$ cat config.mk
export PLATFORM = sky130hd
export DESIGN_NAME = sigma_gpio_csr
export DESIGN_NICKNAME = d
export VERILOG_FILES = /design/src/rtl/sigma_gpio_csr.sv
export SDC_FILE = /design/constraint.sdc
export NUM_CORES = 1
export LEC_CHECK = 0
export BUFFER_PORTS_ARGS = -buffer_cell sky130_fd_sc_hd__buf_2
export CAP_MARGIN = 0
export CORE_UTILIZATION = 55
export DETAILED_ROUTE_END_ITERATION = 10
export GPL_ROUTABILITY_DRIVEN = 0
export PLACE_DENSITY = 0.76
export SLEW_MARGIN = 25
export SYNTH_ARGS = -nofsm -noshare
export SYNTH_HDL_FRONTEND = slang
export SYNTH_SLANG_ARGS = --single-unit
$ cat constraint.sdc
create_clock -name clk_i -period 2.1 [get_ports clk_i]
set_clock_uncertainty 0.1 [all_clocks]
set_input_delay 0.105 -clock clk_i [delete_from_list [all_inputs] [get_ports clk_i]]
set_output_delay 0.105 -clock clk_i [all_outputs]
set_load 0.005 [all_outputs]
$ cat src/rtl/sigma_gpio_csr.sv
// Memory-mapped GPIO block: byte-masked OUT with SET/CLR/TGL aliases, synchronised
// inputs, and per-pin edge interrupts with write-1-to-clear pending bits.
module sigma_gpio_csr #(
  parameter logic [31:0] BASE_ADDR   = 32'h8000_0000,
  parameter int          GPIO_WIDTH  = 32,
  parameter int          SYNC_STAGES = 2
) (
  input  logic                  clk_i,
  input  logic                  rst_i,
  input  logic                  bus_req_i,
  input  logic                  bus_we_i,
  input  logic [31:0]           bus_addr_bi,
  input  logic [3:0]            bus_be_bi,
  input  logic [31:0]           bus_wdata_bi,
  output logic                  bus_ack_o,
  output logic                  bus_resp_o,
  output logic [31:0]           bus_rdata_bo,
  input  logic [GPIO_WIDTH-1:0] gpio_bi,
  output logic [GPIO_WIDTH-1:0] gpio_bo,
  output logic                  irq_o
);

  localparam logic [31:0] PIN_MASK    = (GPIO_WIDTH >= 32) ? 32'hFFFF_FFFF
                                        : ((32'd1 << GPIO_WIDTH) - 32'd1);
  localparam logic [2:0]  SETTLE_LOAD = 3'(SYNC_STAGES + 1);

  logic [31:0] out_reg, en_reg, edge_reg, pend_reg, prev_reg, rdata_reg;
  logic [31:0] out_next, en_next, edge_next, pend_next;
  logic [GPIO_WIDTH-1:0] sync_reg [SYNC_STAGES];
  logic [2:0]  settle_reg;
  logic        irq_reg, resp_reg;

  logic        hit, wr_hit, rd_acc, settle_done;
  logic [2:0]  sel;
  logic [31:0] be_mask, wmask, wval, w1c, sync_in, edge_det, rd_val;
  logic        unused_addr_bits;

  assign bus_ack_o        = bus_req_i;
  assign hit              = (bus_addr_bi[31:5] == BASE_ADDR[31:5]);
  assign sel              = bus_addr_bi[4:2];
  assign wr_hit           = bus_req_i & bus_we_i & hit;
  assign rd_acc           = bus_req_i & ~bus_we_i;
  assign unused_addr_bits = ^bus_addr_bi[1:0];

  for (genvar gi = 0; gi < 4; gi++) begin : g_be
    assign be_mask[gi*8 +: 8] = {8{bus_be_bi[gi]}};
  end

  // Bits above GPIO_WIDTH are masked out of every write so they stay zero.
  assign wmask = be_mask & PIN_MASK;
  assign wval  = bus_wdata_bi & wmask;

  always_comb begin
    sync_in                   = '0;
    sync_in[GPIO_WIDTH-1:0]   = sync_reg[SYNC_STAGES-1];
  end

  assign settle_done = (settle_reg == 3'd0);
  assign edge_det    = settle_done
                       ? (((sync_in & ~prev_reg) & edge_reg) | ((~sync_in & prev_reg) & ~edge_reg))
                       : '0;

  always_comb begin
    out_next  = out_reg;
    en_next   = en_reg;
    edge_next = edge_reg;
    w1c       = '0;
    if (wr_hit) begin
      case (sel)
        3'd0: out_next  = (out_reg & ~wmask) | wval;
        3'd2: out_next  = out_reg | wval;
        3'd3: out_next  = out_reg & ~wval;
        3'd4: out_next  = out_reg ^ wval;
        3'd5: en_next   = (en_reg & ~wmask) | wval;
        3'd6: edge_next = (edge_reg & ~wmask) | wval;
        3'd7: w1c       = wval;
        default: ;
      endcase
    end
    // A fresh edge overrides a simultaneous clear of the same bit.
    pend_next = (pend_reg & ~w1c) | edge_det;
  end

  always_comb begin
    rd_val = '0;
    if (hit) begin
      case (sel)
        3'd0: rd_val = out_reg;
        3'd1: rd_val = sync_in;
        3'd5: rd_val = en_reg;
        3'd6: rd_val = edge_reg;
        3'd7: rd_val = pend_reg;
        default: rd_val = '0;
      endcase
    end
  end

  always_ff @(posedge clk_i) begin
    if (rst_i) begin
      for (int i = 0; i < SYNC_STAGES; i++) sync_reg[i] <= '0;
    end else begin
      sync_reg[0] <= gpio_bi;
      for (int i = 1; i < SYNC_STAGES; i++) sync_reg[i] <= sync_reg[i-1];
    end
  end

  always_ff @(posedge clk_i) begin
    if (rst_i) begin
      out_reg    <= '0;
      en_reg     <= '0;
      edge_reg   <= '0;
      pend_reg   <= '0;
      prev_reg   <= '0;
      settle_reg <= SETTLE_LOAD;
      irq_reg    <= 1'b0;
      resp_reg   <= 1'b0;
      rdata_reg  <= '0;
    end else begin
      out_reg    <= out_next;
      en_reg     <= en_next;
      edge_reg   <= edge_next;
      pend_reg   <= pend_next;
      prev_reg   <= sync_in;
      if (!settle_done) settle_reg <= settle_reg - 3'd1;
      irq_reg    <= |(pend_reg & en_reg);
      resp_reg   <= rd_acc;
      rdata_reg  <= rd_acc ? rd_val : '0;
    end
  end

  // Gating with rst_i drops a response whose read was accepted just before reset.
  assign bus_resp_o   = resp_reg & ~rst_i;
  assign bus_rdata_bo = (resp_reg & ~rst_i) ? rdata_reg : '0;
  assign gpio_bo      = out_reg[GPIO_WIDTH-1:0];
  assign irq_o        = irq_reg;

endmodule

Word-level counts from Yosys, hierarchy flattened
Memory sizes are Yosys's and may differ from the RTL's.
Index checks and enable logic that the tools add are counted.
- bits in registers: 197
- latch bits: 0
- RAM bits: 64
- ROM bits: 0
- input bits: 104
- logic and storage cells: 72
- memories: 1
- $add $sub $neg: 1
- $mul: 0
- div/mod/pow operators: 0
- order comparisons: 0
- equality and inequality tests: 8
- shifts and indexed selects: 0
- muxes and demuxes: 11
- bitwise operators: 34
- reductions and logical operators: 8
- memories (name ; depth ; bits a word ; read ports ; clocked after memory_dff ; wr ports ; RTL line ; source):
    sync_reg ; 2 ; 32 ; 2 ; 0 ; 2 ; 29 ; logic [GPIO_WIDTH-1:0] sync_reg [SYNC_STAGES];
- operators with widths (kind ; number):
    $and A32 B32 Y32 ; 11
    $mux W32 ; 6
    $not A32 Y32 ; 6
    $or A32 B32 Y32 ; 6
    $pmux W32 S5 ; 1
    $pmux W32 S4 ; 1
    $reduce_or A32 Y1 ; 1
    $xor A32 B32 Y32 ; 1
    $eq A27 B27 Y1 const B ; 1
    $eq A3 B3 Y1 const B ; 4
    $eq A3 B2 Y1 const B ; 2
    $logic_not A3 Y1 ; 2
    $reduce_and A2 Y1 ; 3
    $and A1 B1 Y1 ; 4
    $not A1 Y1 ; 4
    $reduce_bool A4 Y1 ; 1
    $eq A3 B1 Y1 const B ; 1
    $mux W1 ; 3
    $reduce_or A3 Y1 ; 1
    $sub A3 B1 Y3 const B ; 1
    $or A1 B1 Y1 ; 2

Depth between registers and ports, before layout
- depth after elaboration: 6
- mapped depth: 7
- gate-level depth less buffers: 6

Worst setup path after synthesis
Ideal clock, no wire load.
- kind: reg-to-reg
- start point: reg settle_reg[0]
- end point: reg pend_reg[0]
- library setup time: 136 ps
- data arrival time: 1337 ps
- data required time: 1864 ps
- setup slack: 527 ps
- stages on the path, launching flop included: 8
- path buffers: 2
- cells stage by stage: dfxtp_1 inv_1 ha_1 nand2b_1 or2_2 clkbuf_1 clkbuf_1 o32ai_1
- longest elaborated chain between the ends: 3
- ends and longest elaborated chain (item ; RTL line ; source):
    start, declared ; 30 ; logic [2:0] settle_reg;
    start signal, assigned ; 124 ; if (!settle_done) settle_reg <= settle_reg - 3'd1;
    $logic_not A3 Y1 ; 58 ; assign settle_done = (settle_reg == 3'd0);
    $mux W32 ; 60 ; ? (((sync_in & ~prev_reg) & edge_reg) | ((~sync_in & prev_reg) & ~edge_reg))
    $or A32 B32 Y32 ; 81 ; pend_next = (pend_reg & ~w1c) | edge_det;
    end signal, assigned ; 122 ; pend_reg <= pend_next;
    end, declared ; 27 ; logic [31:0] out_reg, en_reg, edge_reg, pend_reg, prev_reg, rdata_reg;
Every way passes these cells.
A chain may end at the register's enable or synchronous reset.

Final worst setup path
- start point: reg resp_reg
- end point: out bus_rdata_bo[21]
- longest elaborated chain between the ends: 2
- ends and longest elaborated chain (item ; RTL line ; source):
    start, declared ; 31 ; logic irq_reg, resp_reg;
    start signal, assigned ; 126 ; resp_reg <= rd_acc;
    $and A1 B1 Y1 ; 133 ; assign bus_rdata_bo = (resp_reg & ~rst_i) ? rdata_reg : '0;
    $mux W32 ; 133 ;
    end, declared ; 17 ; output logic [31:0] bus_rdata_bo,
Every way passes these cells.

==> Flow_metrics.wiki <==
{| class="wikitable"
! Metric !! Value
|-
| Outcome || completed
|-
| Setup_tns || 0 ps
|-
| Setup repair after global routing missed its margin || no
|-
| Synthesized-area fraction occupied by and/or/nand/nor cells || 0.232
|-
| Number of top-level design ports || 171
|-
| Required arrival time at the worst endpoint || around 1900 ps
|-
| Mean routed wirelength per cell || 20.4 um
|-
| TritonCTS Sinks || 261
|-
| CTS Root Cell || clkbuf_16
|-
| Chip height || 157 um
|-
| GRT met1 Usage || 0.461
|-
| Global-route congestion overflow total || 0
|-
| Critical Path Source Type || register
|-
| Worst hold path class || primary input to register
|-
| Dpl ws || approximately 240 ps
|-
| H-Tree Depth || 1
|-
| GR peak layer || met2
|-
| Static Leak || ~5.5 nW
|-
| Main combinational cell family by area after synthesis || compound AO/OA/AOI/OAI gates
|-
| Netlist Area Pre-Place || 13200 sq um
|-
| Switching power || ~2.6 mW
|-
| Logic depth of the worst register-to-register path || 6
|-
| Initial antenna violation count || 0
|-
| Top library cells by usage in the layout, fill and taps aside || dfxtp_1 (261), a21oi_1 (193), buf_2 (166)
|-
| Most common cell after layout, fill and taps aside || dfxtp_1
|-
| Placeable core region || 23500 sq um
|-
| First-pass DRT Iterations || 6
|-
| Xor-xnor portion of the synthesized cell area || 0.000664
|-
| CTS tree || built
|-
| Detailed placement HPWL || 25.1 mm
|-
| Number of distinct standard cells referenced by the synthesized netlist || 42
|-
| Via-to-Cell Ratio || roughly 6.4
|-
| Chip width || 157 um
|-
| Starting density of the core || 0.562
|-
| Final Slew Violations || 0
|-
| Mux cell area share after synthesis || 0.0243
|-
| Internal Pwr Total || 8.76 mW
|-
| TritonCTS buffer count || 28
|-
| Worst supply voltage drop on vdd || 0.642 mV
|-
| Endpoints failing hold || 0
|-
| DRC Markers || 0
|-
| Slew at the pin closest to its max-slew limit || 703 ps
|-
| Area overhead of the layout relative to synthesis || 20.0%
|-
| Worst hold stages || 5
|-
| Yosys warning count || 0
|-
| Share of power burned in registers || 0.447
|-
| Headroom to the max-slew limit || 0.531
|-
| Count of state elements after synthesis || approximately 260
|-
| Placement Cell Area || about 14000 sq um
|-
| Site Rows || 56
|-
| Sw Share || 0.232
|-
| Clock latency reported for the late side of the worst-skew pair || 550 ps
|-
| Crit path DAT || 1570 ps
|-
| Fill cells || around 1900
|-
| Pin count of the biggest net entering global routing || 129
|-
| Total Power || ~11 mW
|-
| Number of maximum-capacitance constraint violations || 0
|-
| CTS clock-pin slew for the worst setup and hold paths || 60 ps
|-
| Mapped Nets || 1660
|-
| Antenna diode instance count || 0
|-
| Deepest clock path buffer count || 3
|-
| Fraction of final layout cells with drive strength greater than 1 || 0.163
|-
| Met2 Resource Use GR || 0.481
|-
| Total power density per cell area || 721 nW/um^2
|-
| Adder-Cell Fraction of Synth Area || 0.0322
|-
| Detail Route Antenna Nets || 0
|-
| Final cell area excluding filler cells || 15800 sq um
|-
| DRC marker count from the first detailed-route iteration || approximately 1800
|-
| Setup violation total in the final timing report || 0
|-
| Overall via count from detail_route || 12800
|-
| Crit path time final || 1770 ps
|-
| Share of the synthesized area in compound gates (AO/OA/AOI/OAI) || 0.243
|-
| Fraction of the yosys area taken by sequential cells || 0.396
|-
| Via count of the first global-routing pass || 11600
|-
| Syn_area_per_cell || 8.67 sq um
|-
| Nets@finish || 1805
|-
| Number of port buffers || 168
|-
| Internal reg-to-reg setup slack || 400 ps
|-
| Die Outline Area || 24600 sq um
|-
| Met3 track demand over resource || 0.0631
|-
| Comb power frac || 0.082
|-
| Synth Instances || 1522
|-
| Clock group share of total power || 0.471
|-
| Element type at the critical path end || output pin
|-
| Final worst path period share || 0.844
|-
| Aggregate routed wire length || just over 40 mm
|-
| Total Routing Usage GR || 0.324
|-
| CP Max Fanout || 15
|-
| First-pass GRT wire length || 63.0 mm
|-
| Worst hold margin || 16.3 ps
|-
| Class of the most critical setup path || register to output pin
|-
| Post-layout worst setup margin || 329 ps
|-
| Highest attainable clock frequency || 0.565 GHz
|}
## power by group through the flow
stage,registers (mW),clock network (mW),logic (mW)
CTS,5.10,5.42,0.910
floorplan,5.19,0,0.489
global route,5.11,5.63,0.995
finish,5.10,5.37,0.934
detailed placement,5.21,0,0.809
global placement,5.20,0,0.795
## cell usage after synthesis
| cell type | instances | area [sq um] |
|---|---|---|
| nor4_4 | 1 | 21.3 |
| a22o_1 | 1 | 8.76 |
| nand2_4 | 1 | 11.3 |
| buf_4 | 6 | 45.0 |
| and2_0 | 3 | 18.8 |
| buf_6 | 18 | 203 |
| and4_4 | 1 | 11.3 |
| dfxtp_1 | 261 | 5230 |
| and3b_1 | 2 | 17.5 |
| nand3b_1 | 36 | 270 |
| and4_1 | 2 | 17.5 |
| ha_1 | 34 | 425 |
| nor4_2 | 4 | 50.1 |
| nor4b_2 | 1 | 15.0 |
| nor3_2 | 1 | 10.0 |
| a22oi_1 | 47 | 353 |
| o31ai_1 | 96 | 721 |
| o32ai_1 | 32 | 280 |
| mux2i_1 | 32 | 320 |
| o2111ai_1 | 32 | 280 |
| nor3b_2 | 5 | 62.6 |
| buf_1 | 12 | 45.0 |
| nor2b_1 | 104 | 651 |
| a21oi_1 | 193 | 966 |
| o21ai_0 | 1 | 5.00 |
| and2_1 | 35 | 219 |
| nand2b_1 | 36 | 225 |
| or2_2 | 1 | 6.26 |
| o2111ai_4 | 1 | 26.3 |
| nor3b_1 | 6 | 45.0 |
| buf_2 | 54 | 270 |
| o2bb2ai_1 | 32 | 280 |
| nor3_1 | 36 | 180 |
| nor2_1 | 89 | 334 |
| xnor2_1 | 1 | 8.76 |
| inv_1 | 36 | 135 |
| a31oi_1 | 1 | 6.26 |
| nand2_1 | 68 | 255 |
| or3b_1 | 1 | 8.76 |
| clkbuf_1 | 66 | 248 |
| nand4_1 | 101 | 632 |
| a311oi_1 | 32 | 280 |
## per-stage QoR
stage,cells,util
after floorplan,1522,-
after CTS,2008,0.674
final,2008,0.674
after global placement,1887,0.602
after detailed placement,1887,0.602
after global routing,2008,0.674
## repair_timing
| action | 4_1_cts | 5_1_grt |
|---|---|---|
| endpoints found under the setup margin | 24 | 0 |
| gates resized for setup | 1 | 0 |
| hold endpoints to repair | 131 | 0 |
| buffers inserted | 2 | 0 |
| hold buffers | 67 | 0 |
## cell type report
class / instances / area [sq um] / share of cell area
Multi-Input combinational cell: 1069 / 7050 / 0.445
Sequential cell: 261 / 5230 / 0.330
Timing Repair Buffer: 271 / 2000 / 0.127
Clock buffer: 39 / 823 / 0.0520
Tap cell: 319 / 399 / 0.0252
Clock inverter: 13 / 195 / 0.0123
Inverter: 36 / 135 / 0.00854
## path summary, 6_finish.rpt
| check | startpoint | endpoint |
|---|---|---|
| setup / recovery | resp_reg$_SDFF_PP0_ | bus_rdata_bo[21] |
| hold / removal | bus_addr_bi[27] | rdata_reg[3]$_SDFF_PP0_ |
| setup reg to reg | settle_reg[0]$_SDFFE_PP1N_ | pend_reg[9]$_SDFF_PP0_ |
| hold reg to reg | sync_reg[0][16]$_SDFF_PP0_ | sync_reg[0][48]$_SDFF_PP0_ |
## routing by layer
metal / part of all wire / wire (um)
met3: 0.13 / 5180
met1: 0.41 / 16700
met5: 0 / 0
met4: 0.033 / 1350
met2: 0.43 / 17700
## worst max-delay path: stages, from the launching register on
cell     delay (ps)
dfxtp_1         320
nor2b_4         180
buf_4           200
and2_1          190
buf_2           130
## cells by family (layout without fill, tap and decap cells)
group	Yosys count	count (layout)
DFF	261	261
AOI/OAI and AO/OA	468	468
and+or+nand+nor	534	534
buffers and inverters	192	359
adders and majority gates	34	34
muxes	32	32
xor gates and xnor gates	1	1
No activity file was read; power rests on OpenSTA's default activity.
